`src/rtl/id_ex_stage.sv`:
```
// Decode-to-execute pipeline register: operand forwarding, load-use stall, drives the ALU.
// Latency: 1 cycle. An instruction accepted at edge N is on out_* after edge N. All outputs are registered.
// Backpressure: holds while out_valid & !out_ready. in_ready drops on flush, on a load-use hazard, or when the stage is full.
// Ports:
//   clock, reset_n            - rising-edge clock, asynchronous active-low reset
//   flush                     - kills the held instruction (taken branch)
//   in_valid/in_ready, in_*   - decoded instruction from decode
//   ex_result                 - ALU result of the instruction currently held here
//   mem_rd_addr/_reg_write/_result - MEM-stage writeback, used for forwarding
//   out_valid/out_ready, out_* - registered instruction to the ALU
//   stall_count               - saturating count of load-use stall cycles
module id_ex_stage #(
  parameter int DATA_W = 32,
  parameter int CTRL_W = 6,
  parameter int CNT_W  = 16
) (
  input  logic              clock,
  input  logic              reset_n,
  input  logic              flush,
  input  logic              in_valid,
  output logic              in_ready,
  input  logic [CTRL_W-1:0] in_alu_ctrl,
  input  logic              in_branch_op,
  input  logic [4:0]        in_rs1_addr,
  input  logic [4:0]        in_rs2_addr,
  input  logic [DATA_W-1:0] in_rs1_data,
  input  logic [DATA_W-1:0] in_rs2_data,
  input  logic [DATA_W-1:0] in_imm,
  input  logic              in_use_imm,
  input  logic [4:0]        in_rd_addr,
  input  logic              in_reg_write,
  input  logic              in_mem_read,
  input  logic [DATA_W-1:0] ex_result,
  input  logic [4:0]        mem_rd_addr,
  input  logic              mem_reg_write,
  input  logic [DATA_W-1:0] mem_result,
  output logic              out_valid,
  input  logic              out_ready,
  output logic [CTRL_W-1:0] out_alu_ctrl,
  output logic              out_branch_op,
  output logic [DATA_W-1:0] out_operand_a,
  output logic [DATA_W-1:0] out_operand_b,
  output logic [DATA_W-1:0] out_store_data,
  output logic [4:0]        out_rd_addr,
  output logic              out_reg_write,
  output logic              out_mem_read,
  output logic [CNT_W-1:0]  stall_count
);

  logic              valid_q, valid_d;
  logic [CTRL_W-1:0] alu_ctrl_q, alu_ctrl_d;
  logic              branch_op_q, branch_op_d;
  logic [DATA_W-1:0] operand_a_q, operand_a_d;
  logic [DATA_W-1:0] operand_b_q, operand_b_d;
  logic [DATA_W-1:0] store_data_q, store_data_d;
  logic [4:0]        rd_addr_q, rd_addr_d;
  logic              reg_write_q, reg_write_d;
  logic              mem_read_q, mem_read_d;
  logic [CNT_W-1:0]  stall_count_q, stall_count_d;

  logic              hazard;
  logic              accept;
  logic              ex_fwd_rs1, ex_fwd_rs2, mem_fwd_rs1, mem_fwd_rs2;
  logic [DATA_W-1:0] fwd_rs1, fwd_rs2;

  always_comb begin
    // A held load can only feed its consumer once it has reached MEM; rs2 is
    // irrelevant when the immediate replaces it.
    hazard = in_valid & valid_q & mem_read_q & reg_write_q & (rd_addr_q != 5'd0) &
             ((rd_addr_q == in_rs1_addr) | ((rd_addr_q == in_rs2_addr) & ~in_use_imm));

    // reset_n is folded in so decode never sees a ready while the stage is held in reset.
    in_ready = reset_n & ~flush & ~hazard & (~valid_q | out_ready);
    accept   = in_valid & in_ready;

    // EX forwarding excludes loads: their data is not in ex_result.
    ex_fwd_rs1  = valid_q & reg_write_q & ~mem_read_q & (rd_addr_q == in_rs1_addr) &
                  (in_rs1_addr != 5'd0);
    ex_fwd_rs2  = valid_q & reg_write_q & ~mem_read_q & (rd_addr_q == in_rs2_addr) &
                  (in_rs2_addr != 5'd0);
    mem_fwd_rs1 = mem_reg_write & (mem_rd_addr == in_rs1_addr) & (in_rs1_addr != 5'd0);
    mem_fwd_rs2 = mem_reg_write & (mem_rd_addr == in_rs2_addr) & (in_rs2_addr != 5'd0);

    fwd_rs1 = ex_fwd_rs1 ? ex_result : (mem_fwd_rs1 ? mem_result : in_rs1_data);
    fwd_rs2 = ex_fwd_rs2 ? ex_result : (mem_fwd_rs2 ? mem_result : in_rs2_data);
  end

  always_comb begin
    valid_d       = valid_q;
    alu_ctrl_d    = alu_ctrl_q;
    branch_op_d   = branch_op_q;
    operand_a_d   = operand_a_q;
    operand_b_d   = operand_b_q;
    store_data_d  = store_data_q;
    rd_addr_d     = rd_addr_q;
    reg_write_d   = reg_write_q;
    mem_read_d    = mem_read_q;
    stall_count_d = stall_count_q;

    if (flush) begin
      valid_d = 1'b0;
    end else if (accept) begin
      valid_d      = 1'b1;
      alu_ctrl_d   = in_alu_ctrl;
      branch_op_d  = in_branch_op;
      operand_a_d  = fwd_rs1;
      operand_b_d  = in_use_imm ? in_imm : fwd_rs2;
      store_data_d = fwd_rs2;
      rd_addr_d    = in_rd_addr;
      reg_write_d  = in_reg_write;
      mem_read_d   = in_mem_read;
    end else if (valid_q & out_ready) begin
      valid_d = 1'b0;
    end

    if (hazard & ~flush & (stall_count_q != {CNT_W{1'b1}})) begin
      stall_count_d = stall_count_q + CNT_W'(1);
    end
  end

  always_ff @(posedge clock or negedge reset_n) begin
    if (!reset_n) begin
      valid_q       <= 1'b0;
      alu_ctrl_q    <= '0;
      branch_op_q   <= 1'b0;
      operand_a_q   <= '0;
      operand_b_q   <= '0;
      store_data_q  <= '0;
      rd_addr_q     <= '0;
      reg_write_q   <= 1'b0;
      mem_read_q    <= 1'b0;
      stall_count_q <= '0;
    end else begin
      valid_q       <= valid_d;
      alu_ctrl_q    <= alu_ctrl_d;
      branch_op_q   <= branch_op_d;
      operand_a_q   <= operand_a_d;
      operand_b_q   <= operand_b_d;
      store_data_q  <= store_data_d;
      rd_addr_q     <= rd_addr_d;
      reg_write_q   <= reg_write_d;
      mem_read_q    <= mem_read_d;
      stall_count_q <= stall_count_d;
    end
  end

  assign out_valid      = valid_q;
  assign out_alu_ctrl   = alu_ctrl_q;
  assign out_branch_op  = branch_op_q;
  assign out_operand_a  = operand_a_q;
  assign out_operand_b  = operand_b_q;
  assign out_store_data = store_data_q;
  assign out_rd_addr    = rd_addr_q;
  assign out_reg_write  = reg_write_q;
  assign out_mem_read   = mem_read_q;
  assign stall_count    = stall_count_q;

endmodule
```
`config.mk`:
```
export PLATFORM = sky130hd
export DESIGN_NAME = id_ex_stage
export DESIGN_NICKNAME = d
export VERILOG_FILES = /design/src/rtl/id_ex_stage.sv
export SDC_FILE = /design/constraint.sdc
export NUM_CORES = 1
export LEC_CHECK = 0
export CAP_MARGIN = 20
export CELL_PAD_IN_SITES_DETAIL_PLACEMENT = 0
export CELL_PAD_IN_SITES_GLOBAL_PLACEMENT = 2
export CORE_MARGIN = 2
export CORE_UTILIZATION = 23
export DETAILED_ROUTE_END_ITERATION = 12
export PLACE_DENSITY = 0.88
export SLEW_MARGIN = 20
export SYNTH_ARGS = -nofsm -noshare
export SYNTH_HDL_FRONTEND = slang
export SYNTH_SLANG_ARGS = --single-unit
```
`constraint.sdc`:
```
create_clock -name clock -period 2.5 [get_ports clock]
set_input_delay 0.375 -clock clock [delete_from_list [all_inputs] [get_ports clock]]
set_output_delay 0.375 -clock clock [all_outputs]
set_load 0.005 [all_outputs]
```
* Word-level counts from Yosys, hierarchy flattened
Cells that the tools add are included.
Word-level totals: input port bits 196, register bits 127, output and inout port bits 128, word-level logic and storage cells 59
Cells by class: mux-type cells 8, eq/ne operators 5, bitwise gates (word level) 30, reductions and logical operators 5, $add $sub $neg 1
Operators by type and width (count):
- 32-bit 2-to-1 mux | 5
- 1-bit AND | 23
- 5-bit == test | 4
- 16-bit by 1-bit adder with 16-bit output, second input constant | 1
- 16-bit inequality test, second input constant | 1
- 5-bit nonzero test | 3
- 1-bit inverter | 5
- 1-bit 2-to-1 mux | 3
- 3-bit nonzero test | 1
- 1-bit OR | 2
- 2-bit AND reduction | 1

* Logic depth before layout (Yosys ltp)
Gate-level depths: netlist of run 1.
depth after elaboration 11, depth in mapped cells 8, gate-level depth less buffers 6

* Worst setup path before layout of run 1
No wires, ideal clock.
kind flip-flop to flip-flop, from reg rd_addr_q[1] (netlist: out_rd_addr[1]), to reg store_data_q[10] (netlist: out_store_data[10]), required time 2382 ps, path slack 485 ps, data arrival time 1897 ps, stages on the path, launching flop included 7, path buffers 2, period minus slack after synthesis 2015 ps, setup time 118 ps, path through dfrtp_1 > or4_1 > o21ai_2 > o211ai_2 > buf_2 > buf_2 > a21o_1
On the way: word-level cells in the longest chain between the ends 9, elaborated cells between the ends (all ways) 15, those cells by class 2 x eq/ne; 1 x mux; 10 x bitwise; 2 x reduce/logical
RTL lines:
- from (decl) | RTL line 56 | logic [4:0] rd_addr_q, rd_addr_d;
- from (signal assigned) | RTL line 140 | rd_addr_q <= rd_addr_d;
- 5-bit == test | RTL line 70, 79
- 1-bit AND | RTL line 70 | ((rd_addr_q == in_rs1_addr) | ((rd_addr_q == in_rs2_addr) & ~in_use_imm));
- 1-bit OR | RTL line 70
- 1-bit AND | RTL line 69 | hazard = in_valid & valid_q & mem_read_q & reg_write_q & (rd_addr_q != 5'd0) &
- 1-bit inverter | RTL line 73 | in_ready = reset_n & ~flush & ~hazard & (~valid_q | out_ready);
- 1-bit AND (2 in a row) | RTL line 73
- 1-bit AND | RTL line 74 | accept = in_valid & in_ready;
- 2-bit AND reduction (no line)
- to (signal assigned) | RTL line 139 | store_data_q <= store_data_d;
- to (decl) | RTL line 55 | logic [DATA_W-1:0] store_data_q, store_data_d;
Several ways; a longest one is shown, not always the timed one. A chain may end at the register's enable or synchronous reset.

* Worst setup path in the final report of run 1
from reg rd_addr_q[2] (netlist: out_rd_addr[2]), to out in_ready
On the way: word-level cells in the longest chain between the ends 7, elaborated cells between the ends (all ways) 10, those cells by class 2 x eq/ne; 7 x bitwise; 1 x reduce/logical
RTL lines:
- 5-bit == test | RTL line 70
- 1-bit AND | RTL line 70
- 1-bit OR | RTL line 70
- 1-bit AND (*) | RTL line 69
- 1-bit inverter (*) | RTL line 73
- 1-bit AND (*) (2 in a row) | RTL line 73
- to (decl) | RTL line 21 | output logic in_ready,
Mark *: on every way between the ends. The rest lies on a longest branch, timed or not.

==> key figures, run 1 <==
Run status
  • Status: finished, final reports clean

Clock tree
  • Worst-path clk slew: 0.07 ns
  • CTS Buf Count: 17
  • # H-tree levels: 4
  • CTS Hold Buffers Added: 0
  • Clk_lat worst skew: 0.41 ns
  • Clock sink count: 127
  • Buffer levels on the longest clock path: 2
  • TritonCTS clock tree: yes
  • CTS root buffer: clkbuf_16

Place
  • Area post-placement: 11000 um^2
  • Routability cong.: 0.817
  • PortBufs: 323
  • DP HPWL: 21.3 mm

Power and ir drop
  • Peak VDD IR: 0.412 mV
  • Part of the power in combinational logic: 25.8%
  • Leak: 5.12 nW
  • Sequential power share: 37.8%
  • NetSw: 1.86 mW
  • Pint: 4.95 mW
  • Switching Share: 27.3%
  • Clock power share: 36.4%
  • Total power: 6.80 mW
  • Pwr Density: 589 nW/um^2

Finish
  • Most frequent cells in the layout: 320 x clkdlybuf4s50_1, 145 x nand2_1, 125 x dfrtp_1
  • Fillcell total: 2946
  • Share of layout cells above drive strength 1: 9.39%
  • Final instance area: 11500 um^2
  • Area growth from synthesis to layout: 68.4%
  • Most common cell after layout, fill and taps aside: clkdlybuf4s50_1
  • Ant. Diodes: 0
  • Finished Core Util: 39.1%
  • Layout Nets: 1315

Synth
  • Top post-synthesis cells by area: dfrtp_1 46%, nand2_1 7.9%, a21oi_1 7.1%, a21o_1 7.0%, a311o_1 4.7%
  • Synth area leader: dfrtp_1
  • Post-synth top area share: 46.4%
  • Synth Warn #: 0
  • Post-synth top flop: dfrtp_1
  • Cells after Synth: 780
  • Register area share after synthesis: 46.4%
  • Mean Syn Cell Area: 8.78 um^2
  • Yosys cell types: 41
  • Number of flops mapped to enable cells by yosys: 0
  • Async S/R FF share, synth: 100%
  • Synth Register Bits: 127
  • Syn_nets: 977
  • Post-synth design cell area: 6850 um^2

Critical path
  • Worst endpoint data arrival time: 1.94 ns
  • Critical Path Source Type: flip-flop
  • Critical Path RT: 2.12 ns
  • Worst setup path start: out_rd_addr[2]$_DFFE_PN0P_
  • Crit-path max FO: 5
  • Worst R2R Start: out_rd_addr[3]$_DFFE_PN0P_
  • Crit end category: output pin
  • CP peak stage delay: 0.54 ns
  • CP max-delay cell: or4_1
  • Crit path cell chain: or4_1 > o21ai_2 > nor2_2 > nor2b_1 > clkbuf_2
  • Worst reg2reg path depth: 8
  • WS Path Type: reg -> out

Detailed routing
  • Drt wl/cell: 19.4 um
  • DR pass1 iterations: 4
  • Total number of vias: 7379
  • Post-route ant nets: 0
  • First DRT Iteration DRCs: 462
  • WL final: 29.5 mm
  • DRC: 0
  • Routed vias/inst: 4.86

GRT
  • Number of global-route vias before repair: 7599
  • Grt total ovfl: 0
  • Initial antenna violation count: 1
  • Overall Global Routing Usage: 18.8%
  • First-pass GRT wire length: 44.9 mm
  • Largest net degree at the start of global routing: 67

STA
  • Final setup fails: 0
  • Final Max Slew Viols: 0
  • RSZ-0062 raised after global routing: no
  • Fin. Hold Viols: 0
  • Setup TNS: 0 ns
  • Peak Freq: 0.432 GHz
  • Worst-Margin Slew: 0.905 ns
  • Tmin final: 2.32 ns
  • Final period utilization: 92.6%
  • Max Clock Skew: 0.00994 ns
  • Rel. slew slack: 39.6%
  • Hold slack: 0.166 ns

Floorplanning
  • Core area: 29500 um^2
  • Chip Width: 177 um
  • Row cnt: 63
  • I/O pin cnt: 324
  • Die Area: 31200 um^2
  • Initial Util: 23.2%
  • Die Y: 177 um

Min path
  • Hold Crit Class: in -> async

Run
  • Max Cap Viol: 0
[synthesized netlist by cell type (21+ instances only)]
| master | n |
|---|---|
| nand2_1 | 145 |
| dfrtp_1 | 127 |
| a21oi_1 | 97 |
| nor2_1 | 72 |
| a21o_1 | 64 |
| clkbuf_1 | 37 |
| o21ai_0 | 36 |
| a311o_1 | 32 |
| a311oi_1 | 32 |
| o21ai_1 | 28 |
| buf_2 | 22 |
| xnor2_1 | 21 |
[through the flow]
| stage | cells | setup slack [ns] |
|---|---|---|
| 3_5_place_dp | 1488 | -0.182 |
| 6_report | 1519 | 0.184 |
| 5_1_grt | 1519 | 0.102 |
| 2_1_floorplan | 780 | 0.485 |
| 3_3_place_gp | 1488 | -0.126 |
| 4_1_cts | 1518 | 0.0533 |
[critical path: cells and delay by family, from the launching register on]
kind,cells,cell delay [ns]
AOI/OAI and AO/OA,1,0.19
and+or+nand+nor,3,0.74
DFF,1,0.45
buffers and inverters,1,0.15
[cell type report]
class | instances | area (um^2) | share of cell area [%]
Clock buffer | 19 | 443 | 3.84
Clock inverter | 11 | 119 | 1.03
Inverter | 4 | 15.0 | 0.130
Multi-Input combinational cell | 588 | 3440 | 29.8
Sequential cell | 127 | 3180 | 27.6
Tap cell | 390 | 488 | 4.23
Timing Repair Buffer | 380 | 3850 | 33.4
[routing by layer]
layer	up-vias	routed length (um)	global-route usage (%)
li1	3488	-	-
met1	3573	12900	24.3
met2	274	13800	30.6
met3	42	1940	4.35
met4	2	777	6.92
met5	-	16	0
[kinds of logic after synthesis]
| kind of cell | synth area share [%] |
|---|---|
| AND/OR/NAND/NOR | 16.6 |
| multiplexers | 0.164 |
| flip-flops | 46.4 |
| AO/OA/AOI/OAI | 28.5 |
| buffers and inverters | 4.07 |
| adder cells (fa/ha/maj) | 0.183 |
| XOR/XNOR | 4.09 |
[state kept, by name (all words and copies together), names as in the netlist]
register	cells
out_alu_ctrl	6
out_branch_op	1
out_mem_read	1
out_operand_a	32
out_operand_b	32
out_rd_addr	5
out_reg_write	1
out_store_data	32
out_valid	1
stall_count	16
[path summary, 6_finish.rpt]
check,slack (ns),endpoint
worst min-delay path,0.17,out_operand_b[4]$_DFFE_PN0P_
worst max-delay path,0.18,in_ready
max in group asynchronous,1.67,out_rd_addr[2]$_DFFE_PN0P_
worst max register to register,0.25,out_store_data[1]$_DFFE_PN0P_
min in group clock,0.48,out_store_data[2]$_DFFE_PN0P_
worst min register to register,0.48,out_store_data[2]$_DFFE_PN0P_
[repair_timing]
item | in CTS | in global routing
setup endpoints to repair | 1 | 1
pin swaps | 0 | 2
setup buffers | 0 | 1
hold endpoints to repair | 0 | 0
resized for setup | 2 | 4
[power groups by stage]
stage / Combinational [mW] / Clock, mW / Sequential [mW]
after CTS: 1.78 / 2.55 / 2.57
after detailed placement: 1.77 / 0 / 2.60
final: 1.76 / 2.48 / 2.57
after global routing: 1.90 / 2.65 / 2.61
after global placement: 1.76 / 0 / 2.60
after floorplan: 0.474 / 0 / 2.61
Note: power is estimated with default switching activity, not from simulation.
==> run 2: changes to the inputs <==
CTS_BUF_LIST = sky130_fd_sc_hd__clkbuf_16   (was unset)
==> key figures, run 2 (same netlist as run 1, synthesis figures left out) <==
Power and ir drop
  • Peak VDD IR: 0.412 mV
  • Part of the power in combinational logic: 26.0%
  • Leak: 5.12 nW
  • Clock power share: 36.1%
  • Pwr Density: 587 nW/um^2
  • Switching Share: 27.5%
  • Pint: 4.91 mW
  • NetSw: 1.86 mW
  • Sequential power share: 37.9%

Place
  • Area post-placement: 11000 um^2
  • DP HPWL: 21.3 mm
  • Routability cong.: 0.817
  • Dpl ws: -0.182 ns
  • PortBufs: 323

STA
  • Fin. Hold Viols: 0
  • Setup TNS: 0 ns
  • Final setup fails: 0
  • Rel. slew slack: 39.7%
  • Final period utilization: 92.6%
  • RSZ-0062 raised after global routing: no
  • Worst-Margin Slew: 0.904 ns
  • Final Max Slew Viols: 0
  • Hold slack: 0.156 ns
  • Max Clock Skew: 0.00939 ns
  • Tmin final: 2.32 ns
  • PnR worst setup slack: 0.184 ns
  • Peak Freq: 0.432 GHz

Finish
  • Layout Nets: 1315
  • Area growth from synthesis to layout: 68.3%
  • Ant. Diodes: 0
  • Final instance area: 11500 um^2
  • Most frequent cells in the layout: 320 x clkdlybuf4s50_1, 145 x nand2_1, 125 x dfrtp_1
  • Most common cell after layout, fill and taps aside: clkdlybuf4s50_1
  • Share of layout cells above drive strength 1: 9.30%

Detailed routing
  • DRC: 0
  • First DRT Iteration DRCs: 404
  • WL final: 29.5 mm
  • Total number of vias: 7382
  • Post-route ant nets: 0
  • Drt wl/cell: 19.4 um
  • DR pass1 iterations: 5
  • Routed vias/inst: 4.86

Clock tree
  • CTS Buf Count: 17
  • Buffer levels on the longest clock path: 2
  • CTS root buffer: clkbuf_16
  • Clock sink count: 127
  • Worst-path clk slew: 0.07 ns
  • # H-tree levels: 4
  • Clk_lat worst skew: 0.41 ns
  • TritonCTS clock tree: yes

Critical path
  • CP max-delay cell: or4_1
  • Worst reg2reg path depth: 8
  • Worst R2R Start: out_rd_addr[3]$_DFFE_PN0P_
  • Crit-path max FO: 5
  • Critical Path RT: 2.12 ns
  • Worst setup path start: out_rd_addr[2]$_DFFE_PN0P_
  • Critical Path Source Type: flip-flop
  • Crit end category: output pin
  • WS Path Type: reg -> out
  • CP peak stage delay: 0.54 ns
  • Worst endpoint data arrival time: 1.94 ns
  • Crit path cell chain: or4_1 > o21ai_2 > nor2_2 > nor2b_1 > clkbuf_2

GRT
  • Overall Global Routing Usage: 18.8%
  • Grt total ovfl: 0
  • First-pass GRT wire length: 44.9 mm
  • Number of global-route vias before repair: 7591
  • Largest net degree at the start of global routing: 67
  • Initial antenna violation count: 1

Floorplanning
  • Die Area: 31200 um^2
  • Row cnt: 63
  • I/O pin cnt: 324
  • Initial Util: 23.2%
  • Core area: 29500 um^2
  • Chip Width: 177 um
  • Die Y: 177 um

Run status
  • Status: finished, final reports clean

Min path
  • Hold Crit Class: in -> async

Run
  • Max Cap Viol: 0
run 2: cell count changes in the layout (fill, tap and decap cells not counted):
cell	previous run	this run
clkbuf_1	1	0
clkbuf_8	1	0
clkinv_1	0	1
inv_1	4	5
run 2: path summary, 6_finish.rpt:
path,to,slack [ns]
min reg2reg,out_store_data[2]$_DFFE_PN0P_,0.48
min,out_operand_b[4]$_DFFE_PN0P_,0.16
max,in_ready,0.18
max in group asynchronous,out_rd_addr[2]$_DFFE_PN0P_,1.68
min in group clock,out_store_data[2]$_DFFE_PN0P_,0.48
max reg2reg,out_store_data[1]$_DFFE_PN0P_,0.25
run 2: layer usage:
metal | GRT usage, % | wire length (um) | vias to the layer above
met5 | 0 | 16 | -
met4 | 6.92 | 777 | 2
met3 | 4.35 | 1880 | 42
met2 | 30.6 | 13800 | 281
met1 | 24.3 | 13000 | 3572
li1 | - | - | 3485
run 2: final cells by class:
cell class / count / area, um^2
sequential: 127 / 3180
inverter: 4 / 15.0
fill: 2946 / 18000
tap: 390 / 488
clock buffer: 17 / 425
timing repair buffer: 380 / 3850
multi-input combinational: 588 / 3440
clock inverter: 13 / 126
run 2: worst max-delay path: cells and delay by family, from the launching register on:
kind | cells | cell delay [ns]
AND/OR/NAND/NOR | 3 | 0.74
flip-flops | 1 | 0.45
AO/OA/AOI/OAI | 1 | 0.19
buffers and inverters | 1 | 0.15
run 2: through the flow:
step                cells  utilization (%)  power [mW]
finish               1519             39.1        6.77
floorplan             780                -        3.08
global placement     1488             37.2        4.36
global route         1519             39.1        7.13
CTS                  1518             39.1        6.86
detailed placement   1488             37.2        4.37
run 2: power groups by stage:
stage	logic (mW)	registers, mW	clock network [mW]
2_1_floorplan	0.474	2.61	0
3_3_place_gp	1.76	2.60	0
3_5_place_dp	1.77	2.60	0
4_1_cts	1.78	2.57	2.52
5_1_grt	1.90	2.61	2.62
6_report	1.76	2.57	2.45
run 2: what timing repair did:
item                                    in CTS  in global routing
buffers inserted                             0                  1
endpoints found under the hold margin        0                  0
hold buffers                                 0                  0
gates resized for setup                      2                  4
pin swaps                                    0                  2
endpoints found under the setup margin       1                  1
==> edit 1: new RTL, settings of run 1 <==
`CNT_W`: 16 -> 24.
--- a/src/rtl/id_ex_stage.sv
+++ b/src/rtl/id_ex_stage.sv
@@ -14,3 +14,3 @@
   parameter int CTRL_W = 6,
-  parameter int CNT_W  = 16
+  parameter int CNT_W  = 24
 ) (
Interface: changed (resized stall_count); port bits go from 324 to 332. The function was not compared with the original's and may differ.
==> edit 1 against run 1 <==
- sequential cell count increased by 8
- wire length increased by 14%
- total power increased by 8.5%
- synthesized area increased by 6.8%
- synthesized cell count increased by 8.6%
- worst setup slack got worse by 0.096 ns
- global-route usage increased by 0.85 points
- final area increased by 8.3%
- clock power increased by 12%
- highest routed layer is now met4
==> edit 1: results <==
set metrics [dict create \
    status "completed" \
    wl_per_cell_um 20.7 \
    synth.yosys.warnings 0 \
    drive_gt1_share_pct 11.5 \
    hp-class "input pin to async pin" \
    grt_max_degree 136 \
    fin_cells 1623 \
    cts.path.max_buffers 2 \
    synth_edf_count 0 \
    antenna_found_initial 1 \
    p_per_area_mw_per_mm2 590 \
    synth_xor_area_share_pct 5.15 \
    synthArstFlopShare_pct 100 \
    drt_iter0_drc 547 \
    htreeDepth 4 \
    synth_ff_type "dfrtp_1" \
    nets 1404 \
    place_area_mm2 0.0117 \
    synth.distinct_cells 40 \
    insertion_delay_ns 0.44 \
    nFillCells 3141 \
    relSlewSlack_pct 46.6 \
    synth.yosys.seq_area_share_pct 46.2 \
    grt_use_total_pct 19.6 \
    synthMuxAreaShare_pct 0 \
    grt_pass1_wl_mm 49.4 \
    io_buffers 331 \
    grt_pass1_vias 8032 \
    finClkSkew_ns 0.0120 \
    synthTopCellsByCount "nand2_1 (147), dfrtp_1 (135), o21ai_0 (116)" \
    synth_nets 1044 \
    synth_area_per_cell_um2 8.64 \
    cts.clk_slew.worst_paths_ns 0.07 \
    ir_drop_v 0.000474 \
    synth_compound_area_share_pct 25.5 \
    arrival_ns 2.77 \
    leakage_nw 5.07 \
    first_pass_iters 5 \
    finalWeightedCongestion 0.869 \
    dpl.hpwl_mm 23.5 \
    synth_fa_ha_area_share_pct 0.171 \
    synthTopCellsByArea "dfrtp_1 (46%), o21ai_0 (7.9%), nand2_1 (7.5%)" \
    clockRootBuffer "clkbuf_16" \
    viasPerCell 4.90 \
    crit_fanout 6 \
    numCtsBuffers 17 \
]
-- edit 1: changes by cell type after synthesis, sizes merged, moves of 6 or more --
| cell | run 1 | this run |
|---|---|---|
| buf | 24 | 18 |
| xnor2 | 21 | 29 |
| o21ai | 65 | 129 |
| a21o | 64 | 0 |
| o211ai | 1 | 33 |
| dfrtp | 127 | 135 |
| a221o | 0 | 32 |
| a311o | 32 | 0 |
| clkbuf | 37 | 50 |
| nor2b | 1 | 32 |
| a21oi | 97 | 65 |
| a211oi | 0 | 32 |
| a311oi | 32 | 0 |
-- edit 1: worst paths after layout --
check	end	cells past startpoint	start	slack [ns]
max	stall_count[21]	8	stall_count[0]	0.09
max in group asynchronous	out_store_data[25]	2	reset_n	1.80
min	out_operand_b[7]	2	reset_n	0.07
max reg2reg	stall_count[21]	8	stall_count[0]	0.09
min reg2reg	out_alu_ctrl[4]	2	out_alu_ctrl[4]	0.47
min in group clock	out_branch_op	3	in_branch_op	0.47
-- edit 1: timing repair --
action                                  in CTS  in global routing
endpoints found under the setup margin       1                 54
pin swaps                                    5                  5
resized for setup                           14                 12
setup buffers                                4                  5
gates cloned                                 0                  3
-- edit 1: layout make-up --
type | count | share of cell area, %
sequential | 135 | 27.0
tap | 402 | 4.02
clock inverter | 14 | 1.59
timing repair buffer | 409 | 33.7
multi-input combinational | 643 | 30.2
inverter | 1 | 0.0300
clock buffer | 18 | 3.43
antenna | 1 | 0.0200
-- edit 1: logic make-up after synthesis --
family	count (synthesis)
adders and majority gates	1
and+or+nand+nor	304
buffers and inverters	69
xor gates and xnor gates	43
AOI/OAI and AO/OA	295
DFF	135
-- edit 1: power breakdown --
group	switching (mW)	internal, mW
combinational	0.761	1.14
sequential	0.207	2.50
clock	1.09	1.68
total	2.06	5.32
-- edit 1: critical path: stages, from the launching register on --
cell and delay (ns):
dfrtp_1 0.42, ha_1 0.24, and4_1 0.25, and4b_2 0.27, and3_1 0.18, or4_4 0.45, buf_4 0.19, nor3_2 0.17
xor2_1 0.16
-- edit 1: layer usage --
| layer | track usage, % | vias to the layer above | routed length [µm] |
|---|---|---|---|
| met5 | 0 | - | 0 |
| met4 | 5.77 | 0 | 680 |
| met3 | 4.17 | 34 | 1980 |
| met2 | 34.0 | 276 | 16700 |
| met1 | 24.6 | 3882 | 14200 |
| li1 | - | 3762 | - |
-- edit 1: per-stage QoR --
| step | setup slack (ns) | hold WS [ns] |
|---|---|---|
| floorplan | 0.179 | 0.0794 |
| global placement | -0.450 | 0.459 |
| detailed placement | -0.453 | 0.461 |
| CTS | 0.00356 | 0.111 |
| global route | -0.00373 | 0.135 |
| finish | 0.0876 | 0.0706 |
==> edit 2: new RTL, config.mk and constraints of run 1 <==
Made on the original files. Take the reset off `operand_a_q`, `operand_b_q`, `store_data_q` and `rd_addr_q` and load them in a clocked block of their own.
--- a/src/rtl/id_ex_stage.sv
+++ b/src/rtl/id_ex_stage.sv
@@ -125,6 +125,2 @@
       branch_op_q   <= 1'b0;
-      operand_a_q   <= '0;
-      operand_b_q   <= '0;
-      store_data_q  <= '0;
-      rd_addr_q     <= '0;
       reg_write_q   <= 1'b0;
@@ -136,6 +132,2 @@
       branch_op_q   <= branch_op_d;
-      operand_a_q   <= operand_a_d;
-      operand_b_q   <= operand_b_d;
-      store_data_q  <= store_data_d;
-      rd_addr_q     <= rd_addr_d;
       reg_write_q   <= reg_write_d;
@@ -144,2 +136,9 @@
     end
+  end
+
+  always_ff @(posedge clock) begin
+    operand_a_q  <= operand_a_d;
+    operand_b_q  <= operand_b_d;
+    store_data_q <= store_data_d;
+    rd_addr_q    <= rd_addr_d;
   end
Behaviour: differs if reset_n is asserted again (counterexample within 4 cycles, from zero or initial values and one cycle with reset_n low); with reset_n held inactive, the same outputs for 4 cycles.
==> edit 2 against run 1 <==
- cell count down 21%
- fmax is essentially flat
- via count decreased by 30%
- final area shrank 4.7%
- worst hold slack better by 0.14 ns
- wire length shrank 27%
- critical endpoint unchanged
- global-route usage shrank 4.1 points
- register-to-register slack gained 0.06 ns
- critical path depth increased by 2
- synthesized area is 7.4% lower
- worst setup slack got worse by 0.0015 ns
- sequential cell count stayed put
Power is not compared: it rests on default switching activity, and its combinational part moved more than twofold at a synthesized area within 25%.
==> edit 2: results <==
set metrics [dict create \
    finClkSkew_ns 0.00962 \
    htreeDepth 4 \
    fin_crit_ns 2.32 \
    grt_pass1_wl_mm 31.7 \
    synthArstFlopShare_pct 20.5 \
    grt_max_degree 51 \
    numCtsBuffers 17 \
    grt_use_total_pct 14.6 \
    synth_compound_area_share_pct 7.34 \
    synth_edf_count 101 \
    nets 1042 \
    routed_wl_mm 21.5 \
    viasPerCell 4.33 \
    synth.yosys.seq_area_share_pct 58.1 \
    synthTopCellsByCount "edfxtp_1 (101), mux2i_1 (64), nand2_1 (40)" \
    synthTopCellsByArea "edfxtp_1 (48%), dfrtp_1 (10%), mux2i_1 (10%)" \
    yosysMostFrequentCell "edfxtp_1" \
    synth_nets 681 \
    synth_fa_ha_area_share_pct 0.197 \
    drive_gt1_share_pct 17.8 \
    post-place-ws_ns -0.223 \
    status "completed" \
    r2r_slack_ns 0.31 \
    finalWeightedCongestion 0.818 \
    worstMarginPinSlew_ns 0.573 \
    synthMuxAreaShare_pct 17.6 \
    reg2reg_depth 9 \
    first_pass_iters 6 \
    grt_pass1_vias 5453 \
    dp.cells 1161 \
    crit_fanout 2 \
    regToRegEndpoint "out_operand_b[24]" \
    hold_ws_ns 0.305 \
    dpl.hpwl_mm 16.2 \
    synth.distinct_cells 36 \
    wl_per_cell_um 17.9 \
    synth_area_per_cell_um2 13.1 \
    insertion_delay_ns 0.41 \
    synth_ff_type "edfxtp_1" \
    drt_iter0_drc 219 \
    critical_path.startpoint "out_rd_addr[2]" \
]
## edit 2: changes by cell type after synthesis, moves of 32 or more
cell / before / now
edfxtp_1: 0 / 101
nor2_1: 72 / 38
mux2_2: 1 / 35
a21oi_1: 97 / 4
mux2i_1: 0 / 64
nand2_1: 145 / 40
a311o_1: 32 / 0
dfrtp_1: 127 / 26
a311oi_1: 32 / 0
o21ai_0: 36 / 0
a21o_1: 64 / 0
## edit 2: how the worst min path moves through the flow
stage,end
floorplan,out_alu_ctrl[0]
global placement,out_alu_ctrl[5]
detailed placement,out_alu_ctrl[3]
CTS,out_valid
global route,out_valid
finish,out_valid
## edit 2: what timing repair did
action                                 in CTS  in global routing
endpoints found under the hold margin       0                  0
pin swaps                                   2                  3
gates resized for setup                     4                  2
setup endpoints to repair                   1                  1
buffers inserted                            5                  1
## edit 2: metrics by stage
step	setup TNS, ns	cell area, µm²
5_1_grt	0	11000
3_5_place_dp	-13.36	10300
2_1_floorplan	-68.15	6370
4_1_cts	0	11000
3_3_place_gp	-12.27	10300
6_report	0	11000
## edit 2: worst max-delay path, cell delays in order, from the launching register on
cell      delay [ns]
edfxtp_1        0.38
buf_4           0.16
xor2_1          0.15
nor3_2          0.20
nor3b_4         0.25
o21ai_2         0.10
and3_1          0.18
clkbuf_2        0.12
## edit 2: kinds of logic after synthesis
group	Yosys count
xor gates and xnor gates	35
adders and majority gates	1
buffers and inverters	28
DFF	127
AOI/OAI and AO/OA	69
muxes	106
and+or+nand+nor	118
## edit 2: routing by layer
metal,part of all wire [%],global-route usage [%],vias to the layer above,routed length [µm]
li1,-,-,2514,-
met1,41,17.4,2460,8800
met2,50,25.3,205,10800
met5,0,0,-,0
met4,1.3,3.64,0,281
met3,7.6,5.00,19,1630
## edit 2: layout make-up
type                       count  area [µm²]
fill                        2580       16000
timing repair buffer         367        3710
sequential                   127        3680
multi-input combinational    329        2530
clock buffer                  18         429
tap                          341         427
clock inverter                14         190
inverter                       3        15.0
antenna                        1        2.50
## edit 2: where the power goes
part,internal [mW],leakage [nW],switching [mW],total (mW)
clock,1.67,0.302,0.992,2.66
combinational,0.564,2.23,0.284,0.849
sequential,2.38,1.27,0.0332,2.42
